[config.mk]
export PLATFORM = sky130hd
export DESIGN_NAME = bit_serializer
export DESIGN_NICKNAME = d
export VERILOG_FILES = /design/src/rtl/bit_serializer_pkg.sv /design/src/rtl/bit_hold_buf.sv /design/src/rtl/bit_serializer.sv
export SDC_FILE = /design/constraint.sdc
export NUM_CORES = 1
export LEC_CHECK = 0
export BUFFER_PORTS_ARGS = -buffer_cell sky130_fd_sc_hd__clkbuf_2
export CORE_UTILIZATION = 55
export DETAILED_ROUTE_END_ITERATION = 10
export PLACE_DENSITY = 0.78
export SLEW_MARGIN = 20
export SYNTH_ARGS = -nofsm -noshare
export SYNTH_HDL_FRONTEND = slang
export SYNTH_SLANG_ARGS = --single-unit
[constraint.sdc]
create_clock -name clk -period 2.5 [get_ports clk]
set_input_delay 0.125 -clock clk [delete_from_list [all_inputs] [get_ports clk]]
set_output_delay 0.125 -clock clk [all_outputs]
set_load 0.01 [all_outputs]
[src/rtl/bit_serializer_pkg.sv]
// Shared definitions for the bit serializer: FSM state encoding and word counter width.
package bit_serializer_pkg;

    typedef enum logic {
        ST_IDLE  = 1'b0,
        ST_SHIFT = 1'b1
    } ser_state_e;

    localparam int unsigned WORD_CNT_W = 16;

endpackage

[src/rtl/bit_hold_buf.sv]
// One-word hold buffer in front of the shifter; ready is registered so the
// producer handshake never sees a combinational path from en or load_valid.
module bit_hold_buf #(
    parameter int unsigned WIDTH = 8
) (
    input  logic             clk,
    input  logic             rst_n,
    input  logic             push,
    input  logic [WIDTH-1:0] push_data,
    input  logic             pop,
    output logic             full,
    output logic             ready,
    output logic [WIDTH-1:0] hold_data,
    output logic             full_next_c
);

    // push only happens while ready=1 (buffer empty), so push and pop never collide
    always_comb begin
        full_next_c = push | (full & ~pop);
    end

    always_ff @(posedge clk or negedge rst_n) begin
        if (!rst_n) begin
            full      <= 1'b0;
            ready     <= 1'b1;
            hold_data <= '0;
        end else begin
            full  <= full_next_c;
            ready <= ~full_next_c;
            if (push) begin
                hold_data <= push_data;
            end
        end
    end

endmodule

[src/rtl/bit_serializer.sv]
// Parallel-to-serial converter with a one-word hold buffer, enable-gated bit
// rate and a wrapping count of completed words.
module bit_serializer
    import bit_serializer_pkg::*;
#(
    parameter int unsigned WIDTH     = 8,
    parameter int unsigned MSB_FIRST = 1
) (
    input  logic                  clk,
    input  logic                  rst_n,
    input  logic                  en,
    input  logic                  load_valid,
    input  logic [WIDTH-1:0]      load_data,
    output logic                  load_ready,
    output logic                  data,
    output logic                  data_valid,
    output logic                  busy,
    output logic [WORD_CNT_W-1:0] word_cnt
);

    localparam int unsigned CNT_W = (WIDTH > 1) ? $clog2(WIDTH) : 1;
    localparam logic [CNT_W-1:0] LAST_BIT = CNT_W'(WIDTH - 1);

    ser_state_e             state, state_nxt;
    logic [WIDTH-1:0]       sreg, sreg_nxt;
    logic [CNT_W-1:0]       bit_cnt, bit_cnt_nxt;
    logic                   data_nxt;
    logic                   valid_nxt;
    logic [WORD_CNT_W-1:0]  cnt_nxt;
    logic                   busy_nxt;

    logic                   accept;
    logic                   take_direct;
    logic                   push;
    logic                   pop;
    logic                   start;
    logic [WIDTH-1:0]       start_word;
    logic                   hold_full;
    logic                   hold_full_nxt;
    logic [WIDTH-1:0]       hold_data;

    // Bit presented first / remainder after presenting one bit, in the configured order
    function automatic logic lead_bit(input logic [WIDTH-1:0] w);
        return (MSB_FIRST != 0) ? w[WIDTH-1] : w[0];
    endfunction

    function automatic logic [WIDTH-1:0] drop_lead(input logic [WIDTH-1:0] w);
        return (MSB_FIRST != 0) ? (w << 1) : (w >> 1);
    endfunction

    bit_hold_buf #(
        .WIDTH(WIDTH)
    ) u_hold (
        .clk        (clk),
        .rst_n      (rst_n),
        .push       (push),
        .push_data  (load_data),
        .pop        (pop),
        .full       (hold_full),
        .ready      (load_ready),
        .hold_data  (hold_data),
        .full_next_c(hold_full_nxt)
    );

    // Next-state and output decode
    always_comb begin
        state_nxt   = state;
        sreg_nxt    = sreg;
        bit_cnt_nxt = bit_cnt;
        data_nxt    = data;
        valid_nxt   = data_valid;
        cnt_nxt     = word_cnt;
        pop         = 1'b0;
        take_direct = 1'b0;
        start       = 1'b0;
        start_word  = '0;
        accept      = load_valid & load_ready;

        unique case (state)
            ST_IDLE: begin
                if (en) begin
                    if (hold_full) begin
                        pop        = 1'b1;
                        start      = 1'b1;
                        start_word = hold_data;
                    end else if (accept) begin
                        take_direct = 1'b1;
                        start       = 1'b1;
                        start_word  = load_data;
                    end
                end
            end
            ST_SHIFT: begin
                if (en) begin
                    if (bit_cnt == LAST_BIT) begin
                        cnt_nxt = word_cnt + 1'b1;
                        if (hold_full) begin
                            pop        = 1'b1;
                            start      = 1'b1;
                            start_word = hold_data;
                        end else if (accept) begin
                            take_direct = 1'b1;
                            start       = 1'b1;
                            start_word  = load_data;
                        end else begin
                            state_nxt   = ST_IDLE;
                            sreg_nxt    = '0;
                            bit_cnt_nxt = '0;
                            data_nxt    = 1'b0;
                            valid_nxt   = 1'b0;
                        end
                    end else begin
                        bit_cnt_nxt = bit_cnt + 1'b1;
                        data_nxt    = lead_bit(sreg);
                        sreg_nxt    = drop_lead(sreg);
                    end
                end
            end
            default: begin
                state_nxt = ST_IDLE;
            end
        endcase

        // A new word puts its first bit on data from this edge on
        if (start) begin
            state_nxt   = ST_SHIFT;
            bit_cnt_nxt = '0;
            data_nxt    = lead_bit(start_word);
            sreg_nxt    = drop_lead(start_word);
            valid_nxt   = 1'b1;
        end

        push     = accept & ~take_direct;
        busy_nxt = (state_nxt == ST_SHIFT) | hold_full_nxt;
    end

    always_ff @(posedge clk or negedge rst_n) begin
        if (!rst_n) begin
            state      <= ST_IDLE;
            sreg       <= '0;
            bit_cnt    <= '0;
            data       <= 1'b0;
            data_valid <= 1'b0;
            word_cnt   <= '0;
            busy       <= 1'b0;
        end else begin
            state      <= state_nxt;
            sreg       <= sreg_nxt;
            bit_cnt    <= bit_cnt_nxt;
            data       <= data_nxt;
            data_valid <= valid_nxt;
            word_cnt   <= cnt_nxt;
            busy       <= busy_nxt;
        end
    end

endmodule
==> results of run 1 <==
power breakdown:
part           switching (mW)  internal, mW  leakage (nW)  total [mW]
Sequential              0.132         0.828         0.514       0.959
Clock                   0.204         0.134        0.0380       0.338
Combinational           0.234         0.294         0.558       0.527
how the worst min path moves through the flow:
stage	to	slack (ps)	cells after the start
after floorplan	bit_cnt[0]	-170	0
after global placement	data	320	1
after detailed placement	u_hold.hold_data[7]	320	1
after CTS	u_hold.hold_data[6]	10	2
after global routing	u_hold.hold_data[6]	5	2
final	u_hold.hold_data[6]	20	2
layer usage:
layer  vias to the layer above  part of all wire [%]
li1                        621                     -
met1                       604                    48
met2                        24                    47
met3                         6                   4.2
met4                         0                   1.3
met5                         -                     0
area by class of cell:
type	instances	area share [%]
flip-flops and latches	40	47.15
multi-input cells	110	38.61
repair buffers	34	8.593
well taps	44	2.590
clock buffers	6	2.413
clock inverters	2	0.4709
inverters	1	0.1766
synthesized netlist by cell type (all sizes together) (2+ instances only):
master	count
and3	7
nand3	5
a21oi	2
o21ai	13
nor2b	7
xor2	6
nand4	3
nand2b	2
xnor2	9
nand2	17
mux2	16
ha	3
dfrtp	39
mux2i	8
clkbuf	3
and4	6
buf	5
what timing repair did:
action | in CTS | in global routing
hold buffers | 1 | 1
setup endpoints to repair | 0 | 0
buffers inserted | 0 | 0
gates resized for setup | 0 | 0
endpoints found under the hold margin | 39 | 1
registers in the layout, summed over array words and instances, names as in the netlist:
signal / count
bit_cnt: 3
u_hold.hold_data: 8
data_valid: 1
state: 1
busy: 1
word_cnt: 16
u_hold.full: 1
sreg: 7
u_hold.ready: 1
data: 1
metrics by stage:
step	area [sq um]	setup slack (ps)	power, mW	utilization [%]	hold slack [ps]
final	2126	340.4	1.825	67.96	18.75
after global routing	2126	158.0	1.975	67.96	4.952
after CTS	2116	346.0	1.844	67.64	9.879
after detailed placement	2044	374.0	1.504	65.36	322.1
after global placement	2044	409.2	1.467	65.36	317.0
after floorplan	1868	613.2	1.354	-	-170.6
logic make-up after synthesis:
| logic type | Yosys count |
|---|---|
| xor+xnor | 15 |
| buf+inv | 9 |
| flops | 40 |
| mux | 24 |
| compound gates | 19 |
| simple gates | 49 |
| fa+ha+maj | 3 |
critical path, stage by stage, from the launching register on:
cell	delay [ps]
dfrtp_1	380
ha_1	160
ha_1	360
and3_1	430
and4_1	380
and4_4	270
xor2_2	130
==> results.json, run 1 <==
{
  "status": "complete, no violations",
  "clk_latency_ps": 350,
  "ys_warn_count": 0,
  "synth_top_family_by_area": "simple AND/OR/NAND/NOR gates",
  "synth-edff-count": 0,
  "grtUsageMet1_pct": 28.87,
  "grt_usage_pct": 20.98,
  "busiest_layer": "met2",
  "rsz0062_at_grt": "false",
  "final_common_cell": "dfrtp_1",
  "crit_type": "reg2reg",
  "drc": 0,
  "die_height_um": 60.28,
  "p_leak_nw": 1.110,
  "yosys.cell_types.count": 28,
  "overflow": 0,
  "layout_common_cells": "39 x dfrtp_1, 31 x clkbuf_2, 17 x nand2_1, 16 x mux2_2, 13 x o21ai_0",
  "ios": 32,
  "slew_viol_final": 0,
  "finalNetCount": 207,
  "antenna_found_initial": 0,
  "hp-class": "in2reg",
  "cts_tree": "done",
  "fmax_ghz": 0.4631,
  "syn-num-nets": 174,
  "nFillCells": 255,
  "cts.clk_slew.worst_paths_ps": 110,
  "placed_cells": 227,
  "yosys.area_share.xor_xnor_pct": 7.435,
  "gp_congestion": 0.7280,
  "start_util_pct": 59.72,
  "vias": 1255,
  "hold_viol": 0,
  "worstPathMaxFanout": 11,
  "use_met3_pct": 7.143,
  "synthAdderAreaFrac_pct": 2.009,
  "worstPathArrival_ps": 2440,
  "synthTopCellsByArea": "dfrtp_1 52%, mux2_2 9.6%, mux2i_1 4.3%",
  "layout-drive-gt1-share_pct": 30.57,
  "synth_top_area_share_pct": 52.24,
  "period_share_pct": 86.38,
  "met2_usage_pct": 30.93,
  "first_pass_iters": 4,
  "setup-violations-final": 0,
  "cts_root_buf": "clkbuf_4",
  "regArea_sq_um": 1002,
  "required_ps": 2780,
  "ys_seq_area_share_pct": 53.65,
  "slew_headroom_pct": 36.87,
  "grt_pass1_vias": 1192,
  "ys_seq_elements": 40,
  "ys.flop_type": "dfrtp_1",
  "clock_path_buffers": 2,
  "rr_worst_depth": 6,
  "numCtsBuffers": 5,
  "r2r_start": "bit_cnt[0]",
  "synth-compound-area-share_pct": 5.760,
  "regToRegEndpoint": "word_cnt[10]",
  "endpoint_kind": "flop",
  "htree_levels": 2,
  "crit_end": "word_cnt[10]",
  "cts_sinks": 40,
  "ant_nets": 0,
  "setup-tns-final_ps": 0,
  "drtIter0Drc": 99,
  "maxCapViolations": 0,
  "avgSynthCellArea_sq_um": 11.75,
  "synth_mux_area_share_pct": 13.93,
  "hpwl_mm": 2.211,
  "post_drt_wl_per_cell_um": 13.41,
  "async_flop_share_pct": 100.0,
  "startpoint": "bit_cnt[0]",
  "holdCritStartpoint": "load_data[6]",
  "rows": 20,
  "rrSetupSlack_ps": 340,
  "syn_inst": 159,
  "fin_worst_skew_ps": 10.22,
  "multi_input_comb_area_sq_um": 820.8,
  "synth-simple-area-share_pct": 14.80,
  "grt_pass1_wl_mm": 5.506,
  "wl_mm": 3.177,
  "final_cells": 237,
  "n_antenna_cell": 0,
  "synth_top_cell_by_area": "dfrtp_1",
  "vias_per_cell": 5.295,
  "period_minus_slack_ps": 2160,
  "dieWidth_um": 60.28,
  "port_buffers": 31,
  "ir_drop_mv": 0.6077,
  "grt_max_degree": 41,
  "worst_slew_pin_slew_ps": 947.0,
  "die_area_sq_um": 3634,
  "area.growth.synth_to_final_pct": 13.80,
  "startpoint_type": "flop",
  "netlist_area_sq_um": 1868,
  "coreArea_sq_um": 3128,
  "powerDensity_nw_per_um2": 858.3
}
(Power assumes the default switching activity.)
==> inputs of run 2 (changes only) <==
--- a/config.mk
+++ b/config.mk
@@ -8,2 +8,3 @@
 export BUFFER_PORTS_ARGS = -buffer_cell sky130_fd_sc_hd__clkbuf_2
+export CORE_ASPECT_RATIO = 0.75
 export CORE_UTILIZATION = 55
==> constraint.sdc (replaced) <==
create_clock -name clk -period 2.5 [get_ports clk]
set_input_delay 0.25 -clock clk [delete_from_list [all_inputs] [get_ports clk]]
set_output_delay 0.25 -clock clk [all_outputs]
set_load 0.01 [all_outputs]
==> run 2 against run 1 <==
Effect of this change:
- total power up 3.3%
- cell area up 0.88%
- first-iteration DRC count down 13%
- routed wire length up 0.63%
- non-clock buffer count unchanged
- fmax down 1.1%
- global-route usage down 0.89 points
- clock power up 16%
- combinational power about the same
- register-to-register slack worse by 30 ps
==> results.json, run 2 (synthesized netlist as in run 1, its figures left out) <==
{
  "holdPathEnd": "u_hold.hold_data[6]",
  "start_util_pct": 60.57,
  "top_regs": "word_cnt (16), u_hold.hold_data (8), sreg (7)",
  "final_common_cell": "dfrtp_1",
  "n_antenna_cell": 0,
  "cp_slowest_cell": "and3_1",
  "first_pass_iters": 4,
  "setup-tns-final_ps": 0,
  "gp_congestion": 0.7433,
  "required_ps": 2710,
  "vias": 1273,
  "cp_cell_sequence": "ha_1, ha_1, and3_1, and4_1, and4_4, xor2_2",
  "hold_viol": 0,
  "hp-class": "in2reg",
  "place_area_sq_um": 2037,
  "slew_viol_final": 0,
  "cts.clk_slew.worst_paths_ps": 70,
  "regMostFlops": "word_cnt",
  "drtIter0Drc": 86,
  "fmax_ghz": 0.4577,
  "cts_tree": "done",
  "status": "complete, no violations",
  "grt_pass1_wl_mm": 5.595,
  "numCtsBuffers": 5,
  "r2r_start": "bit_cnt[0]",
  "final_cells": 230,
  "power.total_mw": 1.885,
  "setup-violations-final": 0,
  "drc": 0,
  "grt_pass1_vias": 1268,
  "critPathMaxStageDelay_ps": 420,
  "port_buffers": 31,
  "area.growth.synth_to_final_pct": 14.80,
  "clk_latency_ps": 280,
  "die_area_sq_um": 3636,
  "regToRegEndpoint": "word_cnt[10]",
  "cts_sinks": 40,
  "overflow": 0,
  "largest_register_ffs": 16,
  "slew_headroom_pct": 63.56,
  "grt_usage_pct": 20.10,
  "crit_buf_inv": 0,
  "clock_path_buffers": 2,
  "rr_worst_depth": 6,
  "layout-drive-gt1-share_pct": 30.21,
  "ios": 32,
  "rsz0062_at_grt": "false",
  "cts_root_buf": "clkbuf_8",
  "crit_type": "reg2reg",
  "ir_drop_mv": 0.5511,
  "hpwl_mm": 2.248,
  "period_share_pct": 87.39,
  "rrSetupSlack_ps": 320,
  "ant_nets": 0,
  "worst_slew_pin_slew_ps": 545.1,
  "antenna_found_initial": 0,
  "path_common_cell": "ha_1",
  "maxCapViolations": 0,
  "htree_levels": 2,
  "post_cts_buffers": 0,
  "whs_path_depth": 2,
  "worstPathMaxFanout": 11,
  "p_leak_nw": 1.118,
  "grt_max_degree": 41,
  "finalNetCount": 207,
  "powerDensity_nw_per_um2": 878.8,
  "vias_per_cell": 5.535,
  "worstPathArrival_ps": 2390,
  "post_drt_wl_per_cell_um": 13.90,
  "dieWidth_um": 69.30,
  "layout_common_cells": "39 x dfrtp_1, 31 x clkbuf_2, 17 x nand2_1, 16 x mux2_2, 13 x o21ai_0",
  "rows": 17,
  "coreArea_sq_um": 3084,
  "fin_area_sq_um": 2145,
  "wl_mm": 3.197,
  "fin_worst_skew_ps": 6.256,
  "startpoint_type": "flop",
  "endpoint_kind": "flop",
  "cp_top_family": "simple AND/OR/NAND/NOR gates",
  "die_height_um": 52.47,
  "placed_cells": 221,
  "period_minus_slack_ps": 2185,
  "holdCritStartpoint": "load_data[6]"
}
-- run 2: cell count changes in the layout (fill, tap and decap cells not counted) --
cell,before,now
buf_12,0,1
clkbuf_1,0,1
clkbuf_4,5,0
clkbuf_8,1,5
clkinv_2,2,1
dlygate4sd3_1,2,1
-- run 2: per-stage QoR --
stage	utilization, %	worst slack (ps)	hold slack [ps]
after floorplan	-	613.2	-45.59
after global placement	66.04	432.8	434.6
after detailed placement	66.04	373.7	452.3
after CTS	68.56	342.2	146.3
after global routing	69.53	198.6	214.9
final	69.53	315.3	214.5
-- run 2: worst max path at each step --
stage,startpoint,to,slack [ps],cells past startpoint
floorplan,bit_cnt[0],u_hold.hold_data[0],610,8
global placement,bit_cnt[0],word_cnt[10],430,6
detailed placement,bit_cnt[0],word_cnt[10],370,6
CTS,bit_cnt[0],word_cnt[10],340,6
global route,bit_cnt[0],word_cnt[10],200,6
finish,bit_cnt[0],word_cnt[10],320,6
-- run 2: per-layer routing --
layer / global-route usage [%] / share of wire [%]
met1: 27.20 / 51
met2: 31.72 / 44
met5: 0 / 0
met3: 4.808 / 4.0
met4: 7.823 / 0.97
-- run 2: where the power goes --
group	leakage [nW]	internal [mW]	switching, mW
registers	0.514	0.829	0.135
clock network	0.0410	0.190	0.202
logic	0.563	0.297	0.232
-- run 2: layout make-up --
class                           count  area, sq um
Clock buffer                        6        72.57
Clock inverter                      1        5.005
Fill cell                         233        939.7
Inverter                            1        3.754
Multi-Input combinational cell    110        820.8
Sequential cell                    40         1002
Tap cell                           38        47.55
Timing Repair Buffer               34        192.7
-- run 2: what timing repair did --
item,in CTS,in global routing
resized for setup,0,0
hold endpoints to repair,0,9
hold buffers,0,1
